File: src/rtl/wb_mailbox_if.sv
// rtl/wb_mailbox_if.sv - Wishbone B3 classic 32-bit bus bundle for the mailbox slave
interface wb_mailbox_if;
  logic [31:0] adr;
  logic [31:0] dat_w;
  logic [31:0] dat_r;
  logic [3:0]  sel;
  logic        we;
  logic        cyc;
  logic        stb;
  logic [2:0]  cti;
  logic [1:0]  bte;
  logic        ack;
  logic        err;
  logic        rty;

  modport master (
    output adr, dat_w, sel, we, cyc, stb, cti, bte,
    input  dat_r, ack, err, rty
  );

  modport slave (
    input  adr, dat_w, sel, we, cyc, stb, cti, bte,
    output dat_r, ack, err, rty
  );
endinterface

File: src/rtl/wb_mailbox.sv
// rtl/wb_mailbox.sv - per-core FIFO mailboxes with level irqs behind a Wishbone slave
module wb_mailbox #(
  parameter int NUM_CORES = 2,
  parameter int FIFO_AW   = 2
) (
  input  logic                 wb_clk_i,
  input  logic                 wb_rst_n_i,
  wb_mailbox_if.slave          wb,
  output logic [NUM_CORES-1:0] irq_o
);

  localparam int DEPTH = 1 << FIFO_AW;
  localparam logic [FIFO_AW:0]   FULL_CNT = (FIFO_AW+1)'(DEPTH);
  localparam logic [FIFO_AW:0]   CNT_ONE  = (FIFO_AW+1)'(1);
  localparam logic [FIFO_AW-1:0] PTR_ONE  = FIFO_AW'(1);

  typedef enum logic [1:0] {REG_DATA, REG_STATUS, REG_IRQ_EN, REG_CLEAR} reg_e;

  logic [31:0]        mem_q    [NUM_CORES][DEPTH];
  logic [FIFO_AW-1:0] wr_ptr_q [NUM_CORES];
  logic [FIFO_AW-1:0] wr_ptr_d [NUM_CORES];
  logic [FIFO_AW-1:0] rd_ptr_q [NUM_CORES];
  logic [FIFO_AW-1:0] rd_ptr_d [NUM_CORES];
  logic [FIFO_AW:0]   cnt_q    [NUM_CORES];
  logic [FIFO_AW:0]   cnt_d    [NUM_CORES];

  logic [NUM_CORES-1:0] irq_en_q, irq_en_d;
  logic [NUM_CORES-1:0] irq_q, irq_d;
  logic [NUM_CORES-1:0] push;
  logic [31:0]          dat_q, dat_d;
  logic                 ack_q, ack_d, err_q, err_d;

  logic       accept;
  logic       legal;
  logic [2:0] mb;
  reg_e       rsel;
  logic       unused_bits;

  // A terminating cycle blocks acceptance, so a held strobe cannot re-trigger side effects.
  assign accept = wb.cyc & wb.stb & ~ack_q & ~err_q;
  assign mb     = wb.adr[6:4];
  assign rsel   = reg_e'(wb.adr[3:2]);
  assign legal  = int'(mb) < NUM_CORES;

  assign unused_bits = ^{wb.sel, wb.cti, wb.bte, wb.adr[31:7], wb.adr[1:0]};

  always_comb begin
    wr_ptr_d = wr_ptr_q;
    rd_ptr_d = rd_ptr_q;
    cnt_d    = cnt_q;
    irq_en_d = irq_en_q;
    push     = '0;
    dat_d    = '0;
    ack_d    = 1'b0;
    err_d    = 1'b0;
    if (accept) begin
      ack_d = legal;
      err_d = ~legal;
      for (int i = 0; i < NUM_CORES; i++) begin
        if (legal && mb == 3'(i)) begin
          unique case (rsel)
            REG_DATA: begin
              if (wb.we) begin
                if (cnt_q[i] != FULL_CNT) begin
                  push[i]     = 1'b1;
                  wr_ptr_d[i] = wr_ptr_q[i] + PTR_ONE;
                  cnt_d[i]    = cnt_q[i] + CNT_ONE;
                end else begin
                  ack_d = 1'b0;
                  err_d = 1'b1;
                end
              end else if (cnt_q[i] != '0) begin
                dat_d       = mem_q[i][rd_ptr_q[i]];
                rd_ptr_d[i] = rd_ptr_q[i] + PTR_ONE;
                cnt_d[i]    = cnt_q[i] - CNT_ONE;
              end else begin
                ack_d = 1'b0;
                err_d = 1'b1;
              end
            end
            REG_STATUS: begin
              if (!wb.we) begin
                dat_d[0]               = (cnt_q[i] == '0);
                dat_d[1]               = (cnt_q[i] == FULL_CNT);
                dat_d[8 +: FIFO_AW+1]  = cnt_q[i];
              end
            end
            REG_IRQ_EN: begin
              if (wb.we) irq_en_d[i] = wb.dat_w[0];
              else       dat_d[0]    = irq_en_q[i];
            end
            REG_CLEAR: begin
              if (wb.we) begin
                wr_ptr_d[i] = '0;
                rd_ptr_d[i] = '0;
                cnt_d[i]    = '0;
              end
            end
          endcase
        end
      end
    end
    // Evaluated from next state so irq moves together with the terminating ack.
    for (int i = 0; i < NUM_CORES; i++) begin
      irq_d[i] = irq_en_d[i] & (cnt_d[i] != '0);
    end
  end

  always_ff @(posedge wb_clk_i or negedge wb_rst_n_i) begin
    if (!wb_rst_n_i) begin
      for (int i = 0; i < NUM_CORES; i++) begin
        wr_ptr_q[i] <= '0;
        rd_ptr_q[i] <= '0;
        cnt_q[i]    <= '0;
      end
      irq_en_q <= '0;
      irq_q    <= '0;
      dat_q    <= '0;
      ack_q    <= 1'b0;
      err_q    <= 1'b0;
    end else begin
      wr_ptr_q <= wr_ptr_d;
      rd_ptr_q <= rd_ptr_d;
      cnt_q    <= cnt_d;
      irq_en_q <= irq_en_d;
      irq_q    <= irq_d;
      dat_q    <= dat_d;
      ack_q    <= ack_d;
      err_q    <= err_d;
    end
  end

  // Storage is never reset or scrubbed; only pointers define validity.
  always_ff @(posedge wb_clk_i) begin
    for (int i = 0; i < NUM_CORES; i++) begin
      if (push[i]) mem_q[i][wr_ptr_q[i]] <= wb.dat_w;
    end
  end

  assign wb.dat_r = dat_q;
  assign wb.ack   = ack_q;
  assign wb.err   = err_q;
  assign wb.rty   = 1'b0;
  assign irq_o    = irq_q;

endmodule
File: src/flat_wrapper.sv
// flat-port wrapper written by rule: the top's interface ports become plain ports
module wb_mailbox_flat 
#(
  parameter int NUM_CORES = 2,
  parameter int FIFO_AW   = 2
)
  (wb_clk_i, wb_rst_n_i, irq_o, wb_adr, wb_dat_w, wb_sel, wb_we, wb_cyc, wb_stb, wb_cti, wb_bte, wb_dat_r, wb_ack, wb_err, wb_rty);
  wb_mailbox_if wb_i ();
  input  logic wb_clk_i;
  input  logic wb_rst_n_i;
  output logic [NUM_CORES-1:0] irq_o;
  input wire logic [$bits(wb_i.adr)-1:0] wb_adr;
  input wire logic [$bits(wb_i.dat_w)-1:0] wb_dat_w;
  input wire logic [$bits(wb_i.sel)-1:0] wb_sel;
  input wire logic [$bits(wb_i.we)-1:0] wb_we;
  input wire logic [$bits(wb_i.cyc)-1:0] wb_cyc;
  input wire logic [$bits(wb_i.stb)-1:0] wb_stb;
  input wire logic [$bits(wb_i.cti)-1:0] wb_cti;
  input wire logic [$bits(wb_i.bte)-1:0] wb_bte;
  output wire logic [$bits(wb_i.dat_r)-1:0] wb_dat_r;
  output wire logic [$bits(wb_i.ack)-1:0] wb_ack;
  output wire logic [$bits(wb_i.err)-1:0] wb_err;
  output wire logic [$bits(wb_i.rty)-1:0] wb_rty;
  assign wb_i.adr = wb_adr;
  assign wb_i.dat_w = wb_dat_w;
  assign wb_i.sel = wb_sel;
  assign wb_i.we = wb_we;
  assign wb_i.cyc = wb_cyc;
  assign wb_i.stb = wb_stb;
  assign wb_i.cti = wb_cti;
  assign wb_i.bte = wb_bte;
  assign wb_dat_r = wb_i.dat_r;
  assign wb_ack = wb_i.ack;
  assign wb_err = wb_i.err;
  assign wb_rty = wb_i.rty;
  wb_mailbox #(.NUM_CORES(NUM_CORES), .FIFO_AW(FIFO_AW)) u_core (.wb_clk_i(wb_clk_i), .wb_rst_n_i(wb_rst_n_i), .wb(wb_i), .irq_o(irq_o));
endmodule
File: config.mk
export PLATFORM = sky130hd
export DESIGN_NAME = wb_mailbox_flat
export DESIGN_NICKNAME = d
export VERILOG_FILES = /design/src/rtl/wb_mailbox_if.sv /design/src/rtl/wb_mailbox.sv /design/src/flat_wrapper.sv
export SDC_FILE = /design/constraint.sdc
export NUM_CORES = 1
export LEC_CHECK = 0
export ABC_AREA = 1
export BUFFER_PORTS_ARGS = -buffer_cell sky130_fd_sc_hd__buf_2
export CORE_UTILIZATION = 40
export DETAILED_ROUTE_END_ITERATION = 8
export SKIP_CTS_REPAIR_TIMING = 1
export SLEW_MARGIN = 15
export SYNTH_ARGS = -nofsm -noshare
export SYNTH_HDL_FRONTEND = slang
export SYNTH_SLANG_ARGS = --single-unit
File: constraint.sdc
create_clock -name wb_clk_i -period 7.2 [get_ports wb_clk_i]
set_input_delay 1.08 -clock wb_clk_i [delete_from_list [all_inputs] [get_ports wb_clk_i]]
set_output_delay 1.08 -clock wb_clk_i [all_outputs]
set_load 0.005 [all_outputs]
---- After elaboration in Yosys (flattened, before gate mapping) ----
Memories as Yosys holds them, arrays and structs flattened.
Cells that the tools add are included.
cells by class
  add/subtract/negate cells ............... 8
  $lt $le $gt $ge ......................... 7
  equality and inequality tests ........... 15
  muxes and demuxes ....................... 103
  bitwise logic cells ..................... 12
  reduce and logical (&&, ||, !) cells .... 18
operator list
  operator               number
  $mux W128              4
  $mux W32               13
  $bmux W32 S2           2
  $demux W32 S2          2
  $reduce_or A128 Y1     1
  $mux W21               2
  $mux W1                41
  $mux W3                11
  $mux W2                13
  $pmux W3 S2            4
  $reduce_and A6 Y1      4
  $mux W6                3
  $pmux W2 S2            4
  $ge A3 B3 Y1 const B   4
  $not A2 Y3             4
  $reduce_bool A3 Y1     4
  $logic_not A3 Y1       3
  $add A2 B1 Y2 const B  4
  $ne A2 B1 Y1 const B   4
  $add A3 B1 Y3 const B  2
  $eq A3 B3 Y1 const B   2
  $lt A3 B1 Y1 const B   2
  $ne A2 B2 Y1 const B   3
  $ne A3 B3 Y1 const B   2
  other kinds (12)       25
storage, ports and cells
  register bits after elaboration ......... 52
  memory bits (writable) .................. 256
  bits of input ports ..................... 78
  output and inout bits ................... 37
  word-level logic and storage cells ...... 175
  memories ................................ 1
memory list
  name          words  bits a word  rd ports  clocked after memory_dff  write ports  RTL line          RTL
  u_core.mem_q  2      128          2         0                         1            wb_mailbox.sv:19  logic [31:0] mem_q [NUM_CORES][DEPTH];

---- Logic depth before layout (Yosys ltp) ----
Gate-level depths: netlist (run 1).
  depth in word-level cells ............... 13
  mapped depth ............................ 12
  depth with buffers taken out ............ 12

---- Worst setup path before layout (run 1) ----
Ideal clock, no wire load.
  kind .................................... input port to flip-flop
  start ................................... in wb_adr[2]
  end ..................................... mem u_core.mem_q[0][0] (netlist bit) (enable)
  library setup time ...................... 0.421 ns
  arrival time ............................ 3.196 ns
  required time ........................... 6.779 ns
  setup slack ............................. 3.583 ns
  stages .................................. 5
  path buffers ............................ 1
  cells stage by stage .................... inv_1 > ha_1 > clkbuf_1 > nand3_1 > nor2_1
on the way
  cells in the longest elaborated chain, start to end .. 8
  elaborated cells between the ends (all ways) .. 13
  classes of those cells .................. 11 x mux; 2 x reduce/logical
RTL lines
  element                                         RTL line            RTL
  start: declaration                              flat_wrapper.sv:12  input wire logic [$bits(wb_i.adr)-1:0] wb_adr;
  $logic_not A2 Y1 *                              wb_mailbox.sv:61    unique case (rsel)
  $mux W1                                         wb_mailbox.sv:61
  $mux W1                                         wb_mailbox.sv:60    if (legal && mb == 3'(i)) begin
  $mux W2 *                                       wb_mailbox.sv:56    if (accept) begin
  $mux W1                                         wb_mailbox.sv:136   if (push[i]) mem_q[i][wr_ptr_q[i]] <= wb.dat_w;
  $mux W128 (implied by the code)                 wb_mailbox.sv:136
  $reduce_or A128 Y1 (no line)                    --
  $mux W1 (no line) or $mux W128 (tied branches)  --
  end: declaration                                wb_mailbox.sv:19
Mark *: on every way between the ends. The rest lies on a longest branch, timed or not.

---- Worst setup path in the final report (run 1) ----
  start ................................... in wb_adr[2]
  end ..................................... reg u_core.dat_q[2] (netlist: u_core.wb.dat_r[2])
on the way
  cells in the longest elaborated chain, start to end .. 8
RTL lines
  element                 RTL line           RTL
  $logic_not A2 Y1 *      wb_mailbox.sv:61
  $mux W6                 wb_mailbox.sv:61
  $mux W32                wb_mailbox.sv:60
  $mux W32                wb_mailbox.sv:72   end else if (cnt_q[i] != '0) begin
  $mux W32                wb_mailbox.sv:63   if (wb.we) begin
  $mux W6                 wb_mailbox.sv:61
  $mux W32 *              wb_mailbox.sv:60
  $mux W32 *              wb_mailbox.sv:56
  via u_core.dat_d[2]     wb_mailbox.sv:30   logic [31:0] dat_q, dat_d;
  end signal: assignment  wb_mailbox.sv:127  dat_q <= dat_d;
  end: declaration        wb_mailbox.sv:30
Mark *: on every way through the listed nets, which the timed path passes. The rest lies on a longest branch.
A chain may end at the register's enable or synchronous reset.

==> results of run 1 <==
-- metrics by stage --
step	power [µW]	setup slack (ns)	std cells	cell area (µm²)
final	4225	4.039	1634	14680
after global routing	4425	3.891	1633	14670
after CTS	4269	3.980	1632	14650
after detailed placement	2676	3.453	1571	13630
after global placement	2663	3.471	1571	13630
after floorplan	2482	3.583	1135	12850
-- worst max-delay path: cells and delay by family --
| family | cells | cell delay [ns] |
|---|---|---|
| and+or+nand+nor | 3 | 0.64 |
| AOI/OAI and AO/OA | 2 | 0.62 |
| adders and majority gates | 1 | 0.14 |
| buffers and inverters | 4 | 1.03 |
-- path summary, 6_finish.rpt --
| path | startpoint | endpoint | slack, ns | depth (start not counted) |
|---|---|---|---|---|
| worst max-delay path | wb_adr[2] | u_core.wb.dat_r[2] | 4.04 | 10 |
| worst min-delay path | u_core.irq_en_q[0] | u_core.irq_en_q[0] | 0.52 | 2 |
| worst max register to register | u_core.cnt_q[3] | u_core.mem_q[0][66] | 4.49 | 5 |
| worst min register to register | u_core.irq_en_q[0] | u_core.irq_en_q[0] | 0.52 | 2 |
| max in group asynchronous | wb_rst_n_i | u_core.rd_ptr_q[2] | 5.93 | 2 |
| min in group asynchronous | wb_rst_n_i | u_core.wb.dat_r[5] | 0.71 | 2 |
-- metal layers --
layer,track usage,part of all wire
met1,0.2526,0.45
met2,0.3066,0.47
met3,0.02560,0.057
met4,0.05763,0.024
met5,0,0.00034
-- sequential cells by signal, summed over array words and instances (netlist names) --
register and flops:
u_core.mem_q 256, u_core.wb.dat_r 32, u_core.cnt_q 6, u_core.rd_ptr_q 4, u_core.wr_ptr_q 4, u_core.irq_en_q 2
u_core.irq_o 2, u_core.wb.ack 1, u_core.wb.err 1
-- logic make-up (layout without fill, tap and decap cells) --
family / after synthesis / count (layout) / share of synthesized area
adders and majority gates: 18 / 18 / 0.01752
AOI/OAI and AO/OA: 115 / 115 / 0.05169
and+or+nand+nor: 572 / 572 / 0.1896
DFF: 308 / 308 / 0.6993
buffers and inverters: 121 / 217 / 0.04157
other: 1 / 2 / 0.0002917
-- synth_stat cells --
cell type / instances
a21oi_1: 41
o21ai_0: 40
buf_2: 39
nor2_1: 41
clkinv_1: 1
edfxtp_1: 256
inv_6: 1
conb_1: 1
inv_2: 5
nand2_1: 340
a21oi_2: 12
nor2_2: 2
buf_1: 4
o31ai_2: 1
nor4_1: 1
o21ai_1: 5
inv_1: 56
nand3_1: 174
a22oi_1: 3
o221ai_1: 1
nand2_4: 2
a32oi_1: 1
nand2_2: 3
nor3_1: 4
a31oi_1: 1
o31ai_1: 1
buf_6: 2
dfrtp_1: 52
o311ai_0: 1
a21boi_0: 1
o22ai_1: 6
o21ai_2: 1
nor2_4: 5
ha_1: 18
clkbuf_1: 10
buf_4: 3
-- final cells by class --
class                           count  area, µm²
Tap cell                          402      503.0
Multi-Input combinational cell    706       3395
Timing Repair Buffer               93      525.5
Antenna cell                        1      2.502
Fill cell                        2919      16880
Clock buffer                       44      919.6
Inverter                           63      241.5
Clock inverter                     17      97.59
Sequential cell                   308       8991
-- power groups by stage --
stage | Sequential, µW | Clock (µW) | Combinational (µW)
2_1_floorplan | 2010 | 0 | 475
3_3_place_gp | 2010 | 0 | 649
5_1_grt | 1980 | 1700 | 746
6_report | 1980 | 1590 | 656
3_5_place_dp | 2010 | 0 | 662
4_1_cts | 1980 | 1630 | 665
==> flow_metrics.tcl, run 1 <==
set metrics [dict create \
    drv_slew 0 \
    htreeDepth 2 \
    cpPeakStageDelay_ns 0.44 \
    internal_power_uw 3050 \
    slowest_stage "buf_4" \
    grt_max_degree 70 \
    combPwrFrac 0.155 \
    grt_pass1_vias 8074 \
    initial_core_util 0.4073 \
    grt_setup_unrepaired "no" \
    period_needed_ns 3.161 \
    routed_wirelength_um 29620 \
    syn_inst 1135 \
    via_per_inst 5.174 \
    power_frac_seq 0.468 \
    startpoint_type "input pin" \
    final_cell_mix "nand2_1, edfxtp_1, nand3_1" \
    tightestPinTransition_ns 1.146 \
    cp.arrival_ns 3.53 \
    min_path_type "register to register" \
    leakagePower_uw 0.005683 \
    grt_pass1_wl_um 46600 \
    drive_gt1_frac 0.1478 \
    remaining_drc_errors 0 \
    cp.required_ns 7.57 \
    nets 1302 \
    grt_usage 0.1851 \
    p_per_area_nw_per_um2 287.9 \
    insertion_delay_ns 0.51 \
    core_area_um2 31560 \
    synth_top_cell_by_area "edfxtp_1" \
    root_buffer "clkbuf_16" \
    critical_path.cell_chain "buf_2 -> inv_1 -> ha_1 -> buf_4 -> inv_1 -> nor2_4 -> nand2_2 -> o21ai_1 -> nand2_1 -> a21oi_1" \
    antenna_found_initial 2 \
    ir_drop_mv 0.1448 \
    cts_buffers 34 \
    synthesis.nets 1231 \
    path_class "input pin to register" \
    syn_area_um2 12850 \
    yosysWarnings 0 \
    gp_congestion 0.8184 \
    holdWs_ns 0.5196 \
    drt_first_pass_iters 7 \
    drtAntennaViolNets 0 \
    finalCritPeriodShare 0.4391 \
    io_buffers 77 \
    finalSetupViolCount 0 \
    dp_hpwl_um 16380 \
    yosysTopAreaCellShare 0.5981 \
    area_growth_pct 14.17 \
    num_vias 8454 \
    seq_area_frac_synth 0.6993 \
    clkTransAtPathRegs_ns 0.06 \
    finClkSkew_ns 0.01660 \
    die_h_um 181.3 \
    cp_common_cell "inv_1" \
    status "finished clean" \
    num_rows 65 \
    slew-limit-headroom 0.2349 \
    synth_cell_types 36 \
    grt_overflow 0 \
    cap_violations 0 \
    hold_viol_final 0 \
    fin_util 0.4651 \
    post_drt_wl_per_cell_um 18.12 \
    synth-seq-cells 308 \
    critPathMaxFanout 33 \
    layout_commonest_cell "nand2_1" \
    die_x_um 181.3 \
    swShare 0.2780 \
    synth_area_leaders "edfxtp_1, dfrtp_1, nand2_1" \
    fin_tns_setup_ns 0 \
    tritoncts "yes" \
    clkPwrFrac 0.377 \
    clock_path_buffers 3 \
    io_pins 115 \
    dieArea_um2 32860 \
    avgSynthCellArea_um2 11.32 \
    switching_power_uw 1175 \
    setup.worst_path.end_class "register" \
    clkSinkCount 308 \
    timing.fmax_mhz 316.3 \
    drt_iter0_drc 692 \
]
No activity file was read; power rests on OpenSTA's default activity.
==> run 2: changes to the inputs <==
==> constraint.sdc (replaced) <==
create_clock -name wb_clk_i -period 3.15 [get_ports wb_clk_i]
set_input_delay 0.4725 -clock wb_clk_i [delete_from_list [all_inputs] [get_ports wb_clk_i]]
set_output_delay 0.4725 -clock wb_clk_i [all_outputs]
set_load 0.005 [all_outputs]
==> run 2 against run 1 <==
Net effect:
- setup slack got worse by 3.2 ns
- core utilization rose by 0.55 points
- die area did not move
- sequential share of layout area fell by 0.71 points
- combinational power rose by 130%
- critical path depth fell by 1
- routed wire length rose by 1.8%
- clock skew fell by 0.0020 ns
- global-route usage rose by 0.12 points
==> flow_metrics.tcl, run 2 (synthesized netlist as in run 1, its figures left out) <==
set metrics [dict create \
    status "finished clean" \
    tritoncts "yes" \
    drive_gt1_frac 0.1567 \
    grt_max_degree 70 \
    antenna_found_initial 5 \
    drt_first_pass_iters 7 \
    period_needed_ns 2.296 \
    dieArea_um2 32860 \
    postLayoutCellArea_um2 14850 \
    cp.required_ns 3.55 \
    finalSetupViolCount 0 \
    cap_violations 0 \
    initial_core_util 0.4073 \
    finClkSkew_ns 0.01459 \
    fin_tns_setup_ns 0 \
    remaining_drc_errors 0 \
    io_buffers 77 \
    timing.fmax_mhz 435.6 \
    htreeDepth 1 \
    dp_hpwl_um 17520 \
    largest_reg_flops 256 \
    core_area_um2 31560 \
    num_vias 8419 \
    ir_drop_mv 0.3972 \
    routed_wirelength_um 30150 \
    insertion_delay_ns 0.56 \
    layout_commonest_cell "nand2_1" \
    grt_overflow 0 \
    io_pins 115 \
    slew-limit-headroom 0.4778 \
    min_path_type "input pin to register" \
    clock_path_buffers 3 \
    die_h_um 181.3 \
    drt_iter0_drc 586 \
    leakagePower_uw 0.005754 \
    startpoint_type "register" \
    hold_viol_final 0 \
    nets 1310 \
    grt_setup_unrepaired "no" \
    grt_pass1_wl_um 47060 \
    cts_buffers 31 \
    die_x_um 181.3 \
    grt_pass1_vias 8248 \
    cp.arrival_ns 2.70 \
    path_class "register to register" \
    gp_congestion 0.8881 \
    final_cell_mix "nand2_1, edfxtp_1, nand3_1" \
    p_per_area_nw_per_um2 655.9 \
    critPathMaxFanout 20 \
    grt_usage 0.1863 \
    num_rows 65 \
    area_growth_pct 15.52 \
    drtAntennaViolNets 0 \
    post_drt_wl_per_cell_um 18.37 \
    via_per_inst 5.130 \
    setup.worst_path.end_class "register" \
    clkTransAtPathRegs_ns 0.06 \
    rrSetupSlack_ns 0.85 \
    finalCritPeriodShare 0.7288 \
    tightestPinTransition_ns 0.7833 \
    placed_cell_area_um2 13810 \
    clkSinkCount 308 \
    drv_slew 0 \
    root_buffer "clkbuf_16" \
]
## run 2: final cells by class
class / instances / area, µm²
multi-input combinational: 706 / 3395
tap: 402 / 503.0
sequential: 308 / 8991
fill: 2869 / 16710
antenna: 1 / 2.502
timing repair buffer: 104 / 690.7
clock buffer: 39 / 825.8
clock inverter: 18 / 198.9
inverter: 63 / 241.5
## run 2: critical path, stage by stage, from the launching register on
cell and delay [ns]:
dfrtp_1 0.39, inv_1 0.13, ha_1 0.29, nand2_4 0.11
nand2_4 0.07, nor2_4 0.12, nand2_2 0.35, o21ai_1 0.25
nand2_1 0.06, a21oi_1 0.35
## run 2: report_power, final
part / internal [µW] / total, µW / leakage [µW] / switching (µW)
Sequential: 4470 / 4520 / 0.00297 / 48.7
Combinational: 444 / 1540 / 0.00228 / 1090
Clock: 2180 / 3680 / 0.000503 / 1500
Total: 7090 / 9740 / 0.00575 / 2640
## run 2: routing by layer
layer | global-route usage | up-vias | wire, µm
li1 | - | 4064 | -
met4 | 0.05017 | 6 | 574
met2 | 0.3214 | 228 | 14720
met1 | 0.2434 | 4076 | 13040
met5 | 0 | - | 32
met3 | 0.02963 | 45 | 1786
## run 2: final timing paths
| path | startpoint | to | cells after the start |
|---|---|---|---|
| setup / recovery | u_core.cnt_q[3] | u_core.wb.dat_r[4] | 9 |
| hold / removal | wb_dat_w[27] | u_core.mem_q[0][187] | 1 |
| setup reg to reg | u_core.cnt_q[3] | u_core.wb.dat_r[4] | 9 |
| hold reg to reg | u_core.irq_en_q[0] | u_core.irq_en_q[0] | 2 |
| max in group asynchronous | wb_rst_n_i | u_core.rd_ptr_q[2] | 3 |
| min in group asynchronous | wb_rst_n_i | u_core.wb.dat_r[9] | 2 |
## run 2: stage by stage
step / total power, µW / setup slack (ns) / hold WS [ns] / utilization / instances
5_1_grt: 10190 / 0.7623 / 0.1760 / 0.4705 / 1640
3_5_place_dp: 6150 / 0.5839 / 0.4184 / 0.4377 / 1582
2_1_floorplan: 5674 / 0.1400 / 0.1769 / - / 1135
3_3_place_gp: 6118 / 0.6019 / 0.4122 / 0.4377 / 1582
4_1_cts: 9838 / 0.8840 / -0.1819 / 0.4701 / 1639
6_report: 9739 / 0.8542 / 0.1840 / 0.4705 / 1641
==> run 3: changes to the inputs <==
==> constraint.sdc (replaced) <==
create_clock -name wb_clk_i -period 2.35 [get_ports wb_clk_i]
set_input_delay 0.3525 -clock wb_clk_i [delete_from_list [all_inputs] [get_ports wb_clk_i]]
set_output_delay 0.3525 -clock wb_clk_i [all_outputs]
set_load 0.005 [all_outputs]
==> run 3 against run 2 <==
Net effect:
- hold slack got worse by 0.13 ns
- die area did not move
- clock power rose by 34%
- core utilization rose by 0.75 points
- sequential share of layout area fell by 0.95 points
- via count rose by 1.7%
- total power rose by 35%
- register-to-register slack got worse by 0.71 ns
- flip-flop and latch count did not move
==> flow_metrics.tcl, run 3 (synthesized netlist as in run 1, its figures left out) <==
set metrics [dict create \
    p_per_area_nw_per_um2 869.9 \
    met2_usage 0.3095 \
    startpoint_type "register" \
    io_pins 115 \
    ir_drop_mv 0.5625 \
    path_class "register to register" \
    hold_depth 1 \
    remaining_drc_errors 0 \
    r2r_start "u_core.cnt_q[4]" \
    nets 1335 \
    drv_slew 0 \
    routed_wirelength_um 30310 \
    final_cell_mix "nand2_1, edfxtp_1, nand3_1" \
    clkSinkCount 308 \
    finalCritPeriodShare 0.9376 \
    rrSetupSlack_ns 0.15 \
    post_drt_wl_per_cell_um 18.19 \
    grt_usage 0.1873 \
    num_vias 8563 \
    cp.required_ns 2.60 \
    insertion_delay_ns 0.57 \
    tritoncts "yes" \
    gp_congestion 0.8939 \
    largest_reg_flops 256 \
    die_h_um 181.3 \
    leakagePower_uw 0.005894 \
    rr_worst_depth 6 \
    clkTransAtPathRegs_ns 0.06 \
    finClkSkew_ns 0.01733 \
    drt_iter0_drc 549 \
    top_usage_layer "met2" \
    cap_violations 0 \
    holdWs_ns 0.05309 \
    die_x_um 181.3 \
    htreeDepth 1 \
    area_growth_pct 17.36 \
    status "finished clean" \
    grt_pass1_vias 8271 \
    grt_pass1_wl_um 47380 \
    hold_viol_final 0 \
    dp_hpwl_um 18480 \
    r2r-end "u_core.mem_q[0][57]" \
    grtUsageMet1 0.2530 \
    slew-limit-headroom 0.4774 \
    fin_tns_setup_ns 0 \
    finalSetupViolCount 0 \
    timing.fmax_mhz 453.8 \
    hp-start "wb_dat_w[3]" \
    via_per_inst 5.140 \
    cts_buffers 31 \
    critPathMaxFanout 32 \
    initial_core_util 0.4073 \
    drive_gt1_frac 0.1742 \
    core_area_um2 31560 \
    period_needed_ns 2.203 \
    met3_usage 0.03507 \
    setup.worst_path.end_class "register" \
    grt_max_degree 67 \
    num_rows 65 \
    layout_commonest_cell "nand2_1" \
    dieArea_um2 32860 \
    root_buffer "clkbuf_16" \
    drtAntennaViolNets 0 \
    min_path_type "input pin to register" \
    fin_util 0.4780 \
    io_buffers 77 \
    clock_path_buffers 3 \
    total_power_uw 13120 \
    drt_first_pass_iters 5 \
    holdPathEnd "u_core.mem_q[0][227]" \
    grt_setup_unrepaired "no" \
    cp.arrival_ns 2.45 \
    grt_overflow 0 \
    timing.final.ws_setup_ns 0.1466 \
    place_ws_ns 0.1190 \
    fillCellCount 2807 \
    tightestPinTransition_ns 0.7839 \
    antenna_found_initial 2 \
]
## run 3: changes by cell type in the layout (fill, tap and decap cells not counted), sizes merged
cell,previous run,this run
clkinv,13,14
clkinvlp,1,0
buf,103,128
bufinv,4,3
clkbuf,39,40
## run 3: worst max-delay path by stage
stage,from,end,slack (ns),cells past startpoint
floorplan,u_core.cnt_q[0],u_core.mem_q[0][128],-0.51,7
global placement,wb_cyc,u_core.mem_q[0][24],0.14,8
detailed placement,wb_cyc,u_core.mem_q[0][24],0.12,8
CTS,u_core.cnt_q[3],u_core.mem_q[0][24],0.14,6
global route,u_core.cnt_q[3],u_core.mem_q[0][24],0.04,6
finish,u_core.cnt_q[4],u_core.mem_q[0][57],0.15,6
## run 3: layout make-up
type / instances / area, µm² / share of cell area
multi-input combinational: 706 / 3395 / 0.2250
clock buffer: 40 / 849.6 / 0.05632
antenna: 1 / 2.502 / 0.0001659
timing repair buffer: 129 / 928.4 / 0.06155
inverter: 63 / 241.5 / 0.01601
sequential: 308 / 8991 / 0.5961
tap: 402 / 503.0 / 0.03334
clock inverter: 17 / 173.9 / 0.01153
## run 3: power breakdown
part / switching, µW / total [µW] / internal, µW
Sequential: 100 / 6090 / 5990
Clock: 2050 / 4920 / 2870
Combinational: 1450 / 2110 / 660
Total: 3590 / 13100 / 9530
## run 3: per-layer routing
metal	part of all wire	up-vias
met5	0.00036	-
met1	0.44	4146
met3	0.058	46
li1	-	4120
met2	0.48	249
met4	0.020	2
## run 3: metrics by stage
stage,cells,instance area [µm²]
6_report,1666,15080
5_1_grt,1665,15080
2_1_floorplan,1135,12880
3_5_place_dp,1607,14050
3_3_place_gp,1607,14050
4_1_cts,1664,15070
## run 3: worst max-delay path, cell delays in order (launching register included)
cell     delay, ns
dfrtp_1       0.42
inv_1         0.13
ha_1          0.27
a21oi_1       0.23
nand3_1       0.34
nor2_4        0.22
buf_12        0.26
